==> src/rtl/axi_probe_pkg.sv <==
// Shared FSM state codes and AXI burst/response encodings for axi_probe_master.
package axi_probe_pkg;

   localparam logic [2:0] ST_IDLE = 3'd0;
   localparam logic [2:0] ST_AR   = 3'd1;
   localparam logic [2:0] ST_R    = 3'd2;
   localparam logic [2:0] ST_AWW  = 3'd3;
   localparam logic [2:0] ST_B    = 3'd4;

   localparam logic [1:0] BURST_INCR  = 2'b01;

   localparam logic [1:0] RESP_OKAY   = 2'b00;
   localparam logic [1:0] RESP_EXOKAY = 2'b01;
   localparam logic [1:0] RESP_SLVERR = 2'b10;
   localparam logic [1:0] RESP_DECERR = 2'b11;

endpackage

==> src/rtl/axi_probe_master.sv <==
// AXI4 probe master: issues one INCR write or read burst per command and reports status.
// Define AXIPROBE_RDCHECK_EN to compare read data against the seed+beat pattern.
module axi_probe_master
   import axi_probe_pkg::*;
#(
   parameter int C_AXI_ID_WIDTH   = 2,
   parameter int C_AXI_DATA_WIDTH = 32,
   parameter int C_AXI_ADDR_WIDTH = 6
) (
   input  logic                          S_AXI_ACLK,
   input  logic                          S_AXI_ARESETN,
   input  logic                          i_cmd_valid,
   output logic                          o_cmd_ready,
   input  logic                          i_cmd_we,
   input  logic [C_AXI_ADDR_WIDTH-1:0]   i_cmd_addr,
   input  logic [7:0]                    i_cmd_len,
   input  logic [C_AXI_ID_WIDTH-1:0]     i_cmd_id,
   input  logic [C_AXI_DATA_WIDTH-1:0]   i_cmd_seed,
   output logic                          o_busy,
   output logic                          o_done,
   output logic [1:0]                    o_resp,
   output logic                          o_proto_err,
   output logic [8:0]                    o_beats,
   output logic [8:0]                    o_mismatch,
   output logic                          M_AXI_AWVALID,
   input  logic                          M_AXI_AWREADY,
   output logic [C_AXI_ID_WIDTH-1:0]     M_AXI_AWID,
   output logic [C_AXI_ADDR_WIDTH-1:0]   M_AXI_AWADDR,
   output logic [7:0]                    M_AXI_AWLEN,
   output logic [2:0]                    M_AXI_AWSIZE,
   output logic [1:0]                    M_AXI_AWBURST,
   output logic                          M_AXI_WVALID,
   input  logic                          M_AXI_WREADY,
   output logic [C_AXI_DATA_WIDTH-1:0]   M_AXI_WDATA,
   output logic [C_AXI_DATA_WIDTH/8-1:0] M_AXI_WSTRB,
   output logic                          M_AXI_WLAST,
   input  logic                          M_AXI_BVALID,
   output logic                          M_AXI_BREADY,
   input  logic [C_AXI_ID_WIDTH-1:0]     M_AXI_BID,
   input  logic [1:0]                    M_AXI_BRESP,
   output logic                          M_AXI_ARVALID,
   input  logic                          M_AXI_ARREADY,
   output logic [C_AXI_ID_WIDTH-1:0]     M_AXI_ARID,
   output logic [C_AXI_ADDR_WIDTH-1:0]   M_AXI_ARADDR,
   output logic [7:0]                    M_AXI_ARLEN,
   output logic [2:0]                    M_AXI_ARSIZE,
   output logic [1:0]                    M_AXI_ARBURST,
   input  logic                          M_AXI_RVALID,
   output logic                          M_AXI_RREADY,
   input  logic [C_AXI_ID_WIDTH-1:0]     M_AXI_RID,
   input  logic [C_AXI_DATA_WIDTH-1:0]   M_AXI_RDATA,
   input  logic                          M_AXI_RLAST,
   input  logic [1:0]                    M_AXI_RRESP
);

   localparam int DW = C_AXI_DATA_WIDTH;
   localparam logic [2:0] AXSIZE = 3'($clog2(DW/8));

   function automatic logic [8:0] sat_inc(input logic [8:0] v);
      return (v == 9'h1FF) ? v : v + 9'd1;
   endfunction

   function automatic logic [1:0] resp_max(input logic [1:0] a, input logic [1:0] b);
      return (a > b) ? a : b;
   endfunction

   logic [2:0]                  state;
   logic [C_AXI_ADDR_WIDTH-1:0] cmd_addr;
   logic [7:0]                  cmd_len;
   logic [C_AXI_ID_WIDTH-1:0]   cmd_id;
   logic [DW-1:0]               cmd_seed;
   logic [7:0]                  wcnt;
   logic                        aw_done, w_done;
   logic                        awvalid, wvalid, arvalid;
   logic [8:0]                  beats;
   logic [1:0]                  resp;
   logic                        proto_err, done;
   logic                        accept, aw_hs, w_hs, w_last, r_err;

   assign accept = (state == ST_IDLE) && i_cmd_valid;
   assign w_last = (wcnt == cmd_len);
   assign aw_hs  = awvalid && M_AXI_AWREADY;
   assign w_hs   = wvalid && M_AXI_WREADY;

   // A read beat is bad on ID mismatch, RLAST misplaced, or running past len+1 beats.
   assign r_err = (M_AXI_RID != cmd_id)
                || (M_AXI_RLAST != (beats == {1'b0, cmd_len}))
                || (!M_AXI_RLAST && (beats > {1'b0, cmd_len}));

   // Command payload needs no reset: it is only consumed once a command is accepted.
   always_ff @(posedge S_AXI_ACLK) begin
      if (accept) begin
         cmd_addr <= i_cmd_addr;
         cmd_len  <= i_cmd_len;
         cmd_id   <= i_cmd_id;
         cmd_seed <= i_cmd_seed;
      end
   end

   always_ff @(posedge S_AXI_ACLK or negedge S_AXI_ARESETN) begin
      if (!S_AXI_ARESETN) begin
         state     <= ST_IDLE;
         awvalid   <= 1'b0;
         wvalid    <= 1'b0;
         arvalid   <= 1'b0;
         aw_done   <= 1'b0;
         w_done    <= 1'b0;
         wcnt      <= 8'd0;
         beats     <= 9'd0;
         resp      <= RESP_OKAY;
         proto_err <= 1'b0;
         done      <= 1'b0;
      end else begin
         done <= 1'b0;
         case (state)
            ST_IDLE: begin
               if (i_cmd_valid) begin
                  beats     <= 9'd0;
                  resp      <= RESP_OKAY;
                  proto_err <= 1'b0;
                  wcnt      <= 8'd0;
                  aw_done   <= 1'b0;
                  w_done    <= 1'b0;
                  if (i_cmd_we) begin
                     state   <= ST_AWW;
                     awvalid <= 1'b1;
                     wvalid  <= 1'b1;
                  end else begin
                     state   <= ST_AR;
                     arvalid <= 1'b1;
                  end
               end
            end
            ST_AWW: begin
               if (aw_hs) begin
                  awvalid <= 1'b0;
                  aw_done <= 1'b1;
               end
               if (w_hs) begin
                  beats <= sat_inc(beats);
                  if (w_last) begin
                     wvalid <= 1'b0;
                     w_done <= 1'b1;
                  end else begin
                     wcnt <= wcnt + 8'd1;
                  end
               end
               if ((aw_done || aw_hs) && (w_done || (w_hs && w_last)))
                  state <= ST_B;
            end
            ST_B: begin
               if (M_AXI_BVALID) begin
                  resp      <= M_AXI_BRESP;
                  proto_err <= (M_AXI_BID != cmd_id);
                  state     <= ST_IDLE;
                  done      <= 1'b1;
               end
            end
            ST_AR: begin
               if (M_AXI_ARREADY) begin
                  arvalid <= 1'b0;
                  state   <= ST_R;
               end
            end
            ST_R: begin
               if (M_AXI_RVALID) begin
                  beats <= sat_inc(beats);
                  resp  <= resp_max(resp, M_AXI_RRESP);
                  if (r_err)
                     proto_err <= 1'b1;
                  if (M_AXI_RLAST) begin
                     state <= ST_IDLE;
                     done  <= 1'b1;
                  end
               end
            end
            default: state <= ST_IDLE;
         endcase
      end
   end

`ifdef AXIPROBE_RDCHECK_EN
   logic [8:0]    mismatch;
   logic [DW-1:0] r_expect;

   assign r_expect = cmd_seed + DW'(beats);

   always_ff @(posedge S_AXI_ACLK or negedge S_AXI_ARESETN) begin
      if (!S_AXI_ARESETN)
         mismatch <= 9'd0;
      else if (accept)
         mismatch <= 9'd0;
      else if ((state == ST_R) && M_AXI_RVALID && (M_AXI_RDATA != r_expect))
         mismatch <= sat_inc(mismatch);
   end

   assign o_mismatch = mismatch;
`else
   logic rdata_unused;
   assign rdata_unused = ^M_AXI_RDATA;
   assign o_mismatch   = 9'd0;
`endif

   assign o_cmd_ready   = (state == ST_IDLE);
   assign o_busy        = (state != ST_IDLE);
   assign o_done        = done;
   assign o_resp        = resp;
   assign o_proto_err   = proto_err;
   assign o_beats       = beats;

   assign M_AXI_AWVALID = awvalid;
   assign M_AXI_AWID    = cmd_id;
   assign M_AXI_AWADDR  = cmd_addr;
   assign M_AXI_AWLEN   = cmd_len;
   assign M_AXI_AWSIZE  = AXSIZE;
   assign M_AXI_AWBURST = BURST_INCR;
   assign M_AXI_WVALID  = wvalid;
   assign M_AXI_WDATA   = cmd_seed + DW'(wcnt);
   assign M_AXI_WSTRB   = '1;
   assign M_AXI_WLAST   = w_last;
   assign M_AXI_BREADY  = (state == ST_B);
   assign M_AXI_ARVALID = arvalid;
   assign M_AXI_ARID    = cmd_id;
   assign M_AXI_ARADDR  = cmd_addr;
   assign M_AXI_ARLEN   = cmd_len;
   assign M_AXI_ARSIZE  = AXSIZE;
   assign M_AXI_ARBURST = BURST_INCR;
   assign M_AXI_RREADY  = (state == ST_R);

endmodule
==> config.mk <==
export PLATFORM = sky130hd
export DESIGN_NAME = axi_probe_master
export DESIGN_NICKNAME = d
export VERILOG_FILES = /design/src/rtl/axi_probe_pkg.sv /design/src/rtl/axi_probe_master.sv
export SDC_FILE = /design/constraint.sdc
export NUM_CORES = 1
export LEC_CHECK = 0
export ABC_AREA = 1
export BUFFER_PORTS_ARGS = -buffer_cell sky130_fd_sc_hd__buf_2
export CORE_ASPECT_RATIO = 1.1
export CORE_MARGIN = 2
export CORE_UTILIZATION = 54
export CTS_BUF_LIST = sky130_fd_sc_hd__clkbuf_4
export CTS_CLUSTER_SIZE = 24
export DETAILED_ROUTE_END_ITERATION = 10
export PLACE_DENSITY_LB_ADDON = 0.15
export SLEW_MARGIN = 30
export SYNTH_ARGS = -nofsm -noshare
export SYNTH_HDL_FRONTEND = slang
export SYNTH_SLANG_ARGS = --single-unit
==> constraint.sdc <==
create_clock -name S_AXI_ACLK -period 3.45 [get_ports S_AXI_ACLK]
set_input_delay 0.69 -clock S_AXI_ACLK [delete_from_list [all_inputs] [get_ports S_AXI_ACLK]]
set_output_delay 0.69 -clock S_AXI_ACLK [all_outputs]
set_load 0.01 [all_outputs]
; Word-level counts from Yosys, hierarchy flattened
; Index checks and enable logic that the tools add are counted.
[word_totals]
wordCells = 118
reg_bits = 77
out_inout_bits = 108
in_bits = 98
[op_classes]
n_lt_le_gt_ge = 2
eq_ne = 24
reduce_logical = 27
n_addsub = 3
n_mux = 47
[ops]
columns = op, count
row1 = 9-bit two-way mux, 4
row2 = 32-bit by 8-bit adder with 32-bit output, 1
row3 = 9-bit case mux with 3 select lines, 1
row4 = 8-bit two-way mux, 3
row5 = 2-bit != test (second input constant), 11
row6 = 4-bit AND reduction, 5
row7 = 1-bit two-way mux, 18
row8 = 3-bit two-way mux, 6
row9 = 8-bit case mux with 2 select lines, 1
row10 = 3-bit case mux with 5 select lines, 1
row11 = 5-bit AND reduction, 3
row12 = 1-bit case mux with 2 select lines, 6
row13 = 2-bit two-way mux, 5
row14 = 9-bit by 1-bit adder with 9-bit output (second input constant), 1
row15 = 9-bit by 8-bit == test with 1-bit output, 1
row16 = 9-bit == test (second input constant), 1
row17 = 9-bit by 8-bit > comparator with 1-bit output, 1
row18 = 3-bit nonzero test, 3
row19 = 8-bit by 1-bit adder with 8-bit output (second input constant), 1
row20 = 8-bit == test, 1
row21 = 3-bit by 2-bit == test with 1-bit output (second input constant), 2
row22 = 1-bit logical AND, 6
row23 = 2-bit by 1-bit != test with 1-bit output (second input constant), 3
row24 = 2-bit case mux with 3 select lines, 1
row25 = other kinds (12), 17

; Depth between registers and ports, before layout
; Gate-level depths: netlist (run 1).
[depth]
ltp_word = 7
mapped_depth = 13
depth_no_buf = 13

; Worst setup path after synthesis (run 1)
; Ideal clock, no wire load.
[synth_path]
kind = reg2out
from = reg wcnt[0]
to = out M_AXI_WDATA[12]
t_required_ps = 2760
path_buffers = 0
slack_ps = 841
arrival_time_ps = 1919
path_stages_with_launch = 8
cell_sequence = dfrtp_1 ha_1 inv_1 fa_1 o21ai_2 a21oi_2 nor2b_1 xor2_1
[synth_via]
elab_chain_cells = 1
[synth_lines]
columns = item, line_no
row1 = "start, declared", axi_probe_master.sv:72  ; logic [7:0] wcnt;
row2 = "start signal, assigned", axi_probe_master.sv:145  ; wcnt <= wcnt + 8'd1;
row3 = 32-bit by 8-bit adder with 32-bit output, axi_probe_master.sv:218  ; assign M_AXI_WDATA = cmd_seed + DW'(wcnt);
row4 = "end, declared", axi_probe_master.sv:34  ; output logic [C_AXI_DATA_WIDTH-1:0] M_AXI_WDATA,
; No other way between the ends.

; Worst setup path in the final report (run 1)
[layout_path]
from = reg wcnt[0]
to = out M_AXI_WDATA[26]
; Same word-level chain as after synthesis.

==> results of run 1 <==
-- power by group --
group	switching, mW	total (mW)	internal (mW)
clock	0.303	0.469	0.166
sequential	0.203	1.43	1.23
combinational	0.957	1.47	0.517
total	1.46	3.37	1.91
-- cell usage after synthesis (2+ instances only) --
library cell and instances:
o21ai_2 11, dfrtp_1 29, and2_1 2, nand2_4 4, nand3_1 33, inv_1 71, xor2_1 26, o21ai_0 13
nor3_1 15, buf_4 39, nand2_2 4, nand3b_1 8, nand4_1 14, o21ai_1 6, conb_1 2, a21oi_2 3
inv_2 3, a21oi_1 18, xnor2_1 12, buf_6 2, edfxtp_1 48, ha_1 21, nand2_1 158, nor2_1 51
-- cells by family (layout without fill, tap and decap cells) --
| logic type | after synthesis | after routing |
|---|---|---|
| AO/OA/AOI/OAI | 56 | 56 |
| buffers and inverters | 117 | 241 |
| flip-flops | 77 | 77 |
| adder cells (fa/ha/maj) | 22 | 22 |
| AND/OR/NAND/NOR | 298 | 298 |
| XOR/XNOR | 38 | 38 |
| other | 2 | 25 |
-- stage by stage --
step	instances	hold WS (ps)	total power, mW	area, µm²	worst slack [ps]
floorplan	631	394.4	2.481	5152	841.4
global placement	856	462.8	2.891	5746	497.1
detailed placement	856	478.1	2.933	5746	490.8
CTS	872	301.1	3.395	5853	3.697
global route	874	323.3	3.642	5867	6.478
finish	874	293.9	3.374	5867	151.0
-- flip-flops by register name (all words and copies together), names as in the netlist --
signal,count
M_AXI_ARADDR,6
M_AXI_ARID,2
M_AXI_ARLEN,8
M_AXI_ARVALID,1
M_AXI_AWVALID,1
M_AXI_WVALID,1
aw_done,1
cmd_seed,32
o_beats,9
o_done,1
o_proto_err,1
o_resp,2
state,3
w_done,1
wcnt,8
-- what timing repair did --
item | CTS | global route
gates resized for setup | 0 | 3
buffers inserted | 0 | 0
setup endpoints to repair | 0 | 7
-- per-layer routing --
layer / up-vias / part of all wire
met1: 2117 / 0.39
li1: 2213 / -
met5: - / 0
met4: 0 / 0.026
met3: 29 / 0.054
met2: 149 / 0.53
-- worst max-delay path by stage --
stage                            endpoint  slack (ps)
after floorplan           M_AXI_WDATA[12]         840
after global placement    M_AXI_WDATA[12]         500
after detailed placement  M_AXI_WDATA[20]         490
after CTS                 M_AXI_WDATA[20]           4
after global routing      M_AXI_WDATA[26]           6
final                     M_AXI_WDATA[26]         150
-- area by class of cell --
class,count,area [µm²]
diodes,2,5.005
clock buffers,12,90.09
clock inverters,4,17.52
fillers,847,3392
inverters,74,277.8
multi-input cells,437,2391
flip-flops and latches,77,2168
well taps,117,146.4
repair buffers,151,770.7
-- worst max-delay path, stage by stage, from the launching register on --
cell      delay, ps
dfrtp_2         440
ha_1            230
inv_1            70
fa_1            440
o21ai_2         250
a21boi_0        190
o21ai_2         240
nand2_1          80
nand2_1          70
nand2_1          50
buf_2           130
==> flow_summary.json, run 1 <==
{
  "status": "finished, final reports clean",
  "synth-compound-area-share": 0.06831,
  "drtAntennaViolNets": 0,
  "layout_common_cells": "nand2_1 (158), buf_2 (150), inv_1 (70), nor2_1 (51), edfxtp_1 (48)",
  "clockBufferDepth": 2,
  "synth.avg_cell_area_um2": 8.317,
  "fin_crit_sh": 0.9562,
  "die-area_mm2": 0.01019,
  "yosys-top-cells-area": "edfxtp_1 (28%), dfrtp_1 (14%), nand2_1 (12%), buf_4 (5.8%), inv_1 (5.3%)",
  "final_hold_viol_count": 0,
  "final.setup_skew_ps": 13.55,
  "yosysWarnings": 0,
  "worstSetupPathType": "reg -> out",
  "numCtsBuffers": 9,
  "netlist-cell-type-count": 41,
  "grt-busiest-layer": "met2",
  "cp-startpoint": "wcnt[0]$_DFFE_PN0P_",
  "synth_top_family_by_area": "simple AND/OR/NAND/NOR gates",
  "cts.clk_slew.worst_paths_ps": 110,
  "start_kind": "register",
  "finalSetupViolations": 0,
  "ir_drop_v": 0.0004399,
  "vias": 4508,
  "detail_route.wl_per_cell_um": 13.91,
  "finalSetupTns_ps": 0,
  "met2_usage": 0.4291,
  "gr-total-overflow": 0,
  "synth_seq_cells": 77,
  "crit_arrival_ps": 2610,
  "num_rows": 37,
  "cts_tree": "done",
  "start_util": 0.5480,
  "timing.rr.end": "M_AXI_ARLEN[3]$_DFFE_PP_",
  "min_path_type": "in -> async",
  "synthXorXnorAreaFrac": 0.06560,
  "fp.dieH_um": 105.7,
  "required_ps": 2760,
  "synth_top_area_share": 0.2841,
  "io_buffers": 150,
  "rsz0062_at_grt": "false",
  "rr_startpoint": "state[0]$_DFFE_PN0P_",
  "end_kind": "output port",
  "place_congestion": 0.9006,
  "cts_root_buffer": "clkbuf_4",
  "wl_um": 12160,
  "synthCells": 610,
  "io_pins": 206,
  "synth_edf_count": 48,
  "syn2layout_area_growth_pct": 15.64,
  "layout_commonest_cell": "nand2_1",
  "synth_adder_area_share": 0.05573,
  "dr.first_iter.drc_count": 235,
  "drive_above_1_share": 0.2609,
  "cts_hold_buffers": 0,
  "fmax_mhz": 303.1,
  "htree_levels": 3,
  "syn_area_mm2": 0.005074,
  "fin_crit_ps": 3299,
  "grt_util_met1": 0.2840,
  "fin_nets": 870,
  "place_hpwl_um": 9700,
  "p_leak_nw": 2.964,
  "clkLatencyLatePin_ps": 430,
  "grt_pass1_wl_um": 19090,
  "dieWidth_um": 96.42,
  "synth_top_area_cell": "edfxtp_1",
  "final-max-slew-violation-count": 0,
  "use_met3": 0.04146,
  "antenna_found_initial": 2,
  "yosysSeqAreaShare": 0.4271,
  "synthMuxAreaShare": 0,
  "grt_pass1_vias": 4203,
  "drt_pass1_iterations": 4,
  "core_mm2": 0.009259,
  "reg2reg_setup_slack_ps": 1180,
  "cts.sinks": 77,
  "avgViaCountPerCell": 5.158,
  "grt_max_degree": 30,
  "tightest_slew_ps": 683.4,
  "crit_fanout": 6,
  "synthFlopType": "edfxtp_1",
  "synthSimpleGateAreaFrac": 0.2631,
  "slew_headroom": 0.5444,
  "grt_usage": 0.2426,
  "power_density_mw_per_mm2": 575.2,
  "maxCapViolations": 0,
  "async_flop_share": 0.3766,
  "reg2regPathDepth": 6,
  "fin_util": 0.6336,
  "drt_drc_violations_left": 0
}
Note: power is estimated with default switching activity, not from simulation.
==> run 2, diff against run 1 <==
--- a/config.mk
+++ b/config.mk
@@ -13,7 +13,7 @@
 export CTS_BUF_LIST = sky130_fd_sc_hd__clkbuf_4
 export CTS_CLUSTER_SIZE = 24
 export DETAILED_ROUTE_END_ITERATION = 10
-export PLACE_DENSITY_LB_ADDON = 0.15
+export PLACE_DENSITY = 0.91
 export SLEW_MARGIN = 30
 export SYNTH_ARGS = -nofsm -noshare
 export SYNTH_HDL_FRONTEND = slang
==> flow_summary.json, run 2 (synthesis results as in run 1) <==
{
  "status": "finished, final reports clean",
  "core_mm2": 0.009259,
  "gr-total-overflow": 0,
  "drive_above_1_share": 0.2609,
  "vias": 4566,
  "wl_um": 12010,
  "final-max-slew-violation-count": 0,
  "syn2layout_area_growth_pct": 16.35,
  "htree_levels": 3,
  "cts_root_buffer": "clkbuf_4",
  "finalSetupViolations": 0,
  "holdWs_ps": 252.9,
  "switching_share": 0.4207,
  "detail_route.wl_per_cell_um": 13.78,
  "pre_cts_ws_ps": 471.1,
  "total_power_mw": 3.533,
  "end_kind": "output port",
  "start_kind": "register",
  "num_rows": 37,
  "fp.dieH_um": 105.7,
  "seq_power_share": 0.403,
  "stdcell_area_mm2": 0.005903,
  "power.internal_mw": 2.047,
  "rsz0062_at_grt": "false",
  "die-area_mm2": 0.01019,
  "slew_headroom": 0.5463,
  "dieWidth_um": 96.42,
  "clkLatencyLatePin_ps": 450,
  "grt_max_degree": 37,
  "layout_common_cells": "nand2_1 (158), buf_2 (150), inv_1 (70), nor2_1 (51), edfxtp_1 (48)",
  "power_density_mw_per_mm2": 598.5,
  "final.setup_skew_ps": 21.46,
  "dr.first_iter.drc_count": 231,
  "tightest_slew_ps": 680.6,
  "fin_crit_sh": 0.9642,
  "min_path_type": "in -> async",
  "clockBufferDepth": 2,
  "fin_ws_ps": 123.6,
  "final_hold_viol_count": 0,
  "largest_register": "cmd_seed",
  "drtAntennaViolNets": 0,
  "largest_reg_flops": 32,
  "drt_drc_violations_left": 0,
  "maxCapViolations": 0,
  "grt_usage": 0.2389,
  "required_ps": 2760,
  "ir_drop_v": 0.0003370,
  "antenna_cells": 0,
  "avgViaCountPerCell": 5.236,
  "clockPowerShare": 0.177,
  "finalNonFillerCells": 872,
  "fmax_mhz": 300.6,
  "place_congestion": 0.9087,
  "crit_arrival_ps": 2640,
  "start_util": 0.5480,
  "numCtsBuffers": 9,
  "fillers": 778,
  "drt_pass1_iterations": 6,
  "io_pins": 206,
  "layout_commonest_cell": "nand2_1",
  "fin_crit_ps": 3326,
  "placedCellCount": 856,
  "grt_pass1_vias": 4204,
  "worstSetupPathType": "reg -> out",
  "cts.clk_slew.worst_paths_ps": 130,
  "io_buffers": 150,
  "antenna_found_initial": 0,
  "place_hpwl_um": 9316,
  "crit_fanout": 6,
  "finalSetupTns_ps": 0,
  "placed_area_mm2": 0.005733,
  "fin_util": 0.6376,
  "cts.sinks": 77,
  "grt_pass1_wl_um": 18860,
  "p_switching_mw": 1.486,
  "p_comb_frac": 0.420,
  "cts_tree": "done",
  "p_leak_nw": 2.981,
  "fin_nets": 870
}
-- run 2: cell count changes in the layout (fill, tap and decap cells not counted), sizes merged --
| cell | previous run | this run |
|---|---|---|
| bufinv | 0 | 2 |
| clkinv | 4 | 3 |
| clkbuf | 12 | 11 |
| diode | 2 | 0 |
-- run 2: routing by layer --
layer  vias to the layer above  wire [µm]  track usage
li1                       2214          -            -
met4                         0        358      0.09960
met1                      2093       4717       0.2855
met3                        34        852      0.05289
met5                         -          0            0
met2                       225       6085       0.4087
-- run 2: final timing paths --
| path | startpoint | end | slack, ps | cells after the start |
|---|---|---|---|---|
| max | wcnt[0]$_DFFE_PN0P_ | M_AXI_WDATA[10] | 120 | 8 |
| min | S_AXI_ARESETN | M_AXI_ARVALID$_DFFE_PN0P_ | 250 | 1 |
| max reg2reg | state[0]$_DFFE_PN0P_ | cmd_seed[1]$_DFFE_PP_ | 1130 | 6 |
| min reg2reg | o_proto_err$_DFFE_PN0P_ | o_proto_err$_DFFE_PN0P_ | 480 | 2 |
| max in group asynchronous | S_AXI_ARESETN | wcnt[0]$_DFFE_PN0P_ | 2690 | 1 |
| min in group S_AXI_ACLK | i_cmd_len[7] | M_AXI_ARLEN[7]$_DFFE_PP_ | 400 | 1 |
-- run 2: timing repair --
| item | in CTS | in global routing |
|---|---|---|
| hold buffers | 0 | 0 |
| resized for setup | 1 | 3 |
| setup endpoints to repair | 2 | 8 |
| setup buffers | 0 | 0 |
-- run 2: power groups by stage --
| stage | Combinational (mW) | Clock (mW) | Sequential [mW] |
|---|---|---|---|
| 5_1_grt | 1.65 | 0.664 | 1.45 |
| 3_5_place_dp | 1.47 | 0 | 1.44 |
| 6_report | 1.48 | 0.626 | 1.42 |
| 3_3_place_gp | 1.43 | 0 | 1.43 |
| 4_1_cts | 1.48 | 0.629 | 1.42 |
| 2_1_floorplan | 1.05 | 0 | 1.43 |
-- run 2: area by class of cell --
type	count	area (µm²)	share of cell area
multi-input combinational	437	2394	0.4055
inverter	74	277.8	0.04705
timing repair buffer	151	758.2	0.1284
sequential	77	2168	0.3673
clock buffer	11	82.58	0.01399
clock inverter	5	76.32	0.01293
tap	117	146.4	0.02480
-- run 2: critical path, stage by stage, from the launching register on --
cell	delay [ps]
dfrtp_2	440
ha_1	210
inv_1	60
fa_1	470
o21ai_4	240
a21boi_0	180
o21ai_2	220
xor2_1	210
buf_2	160
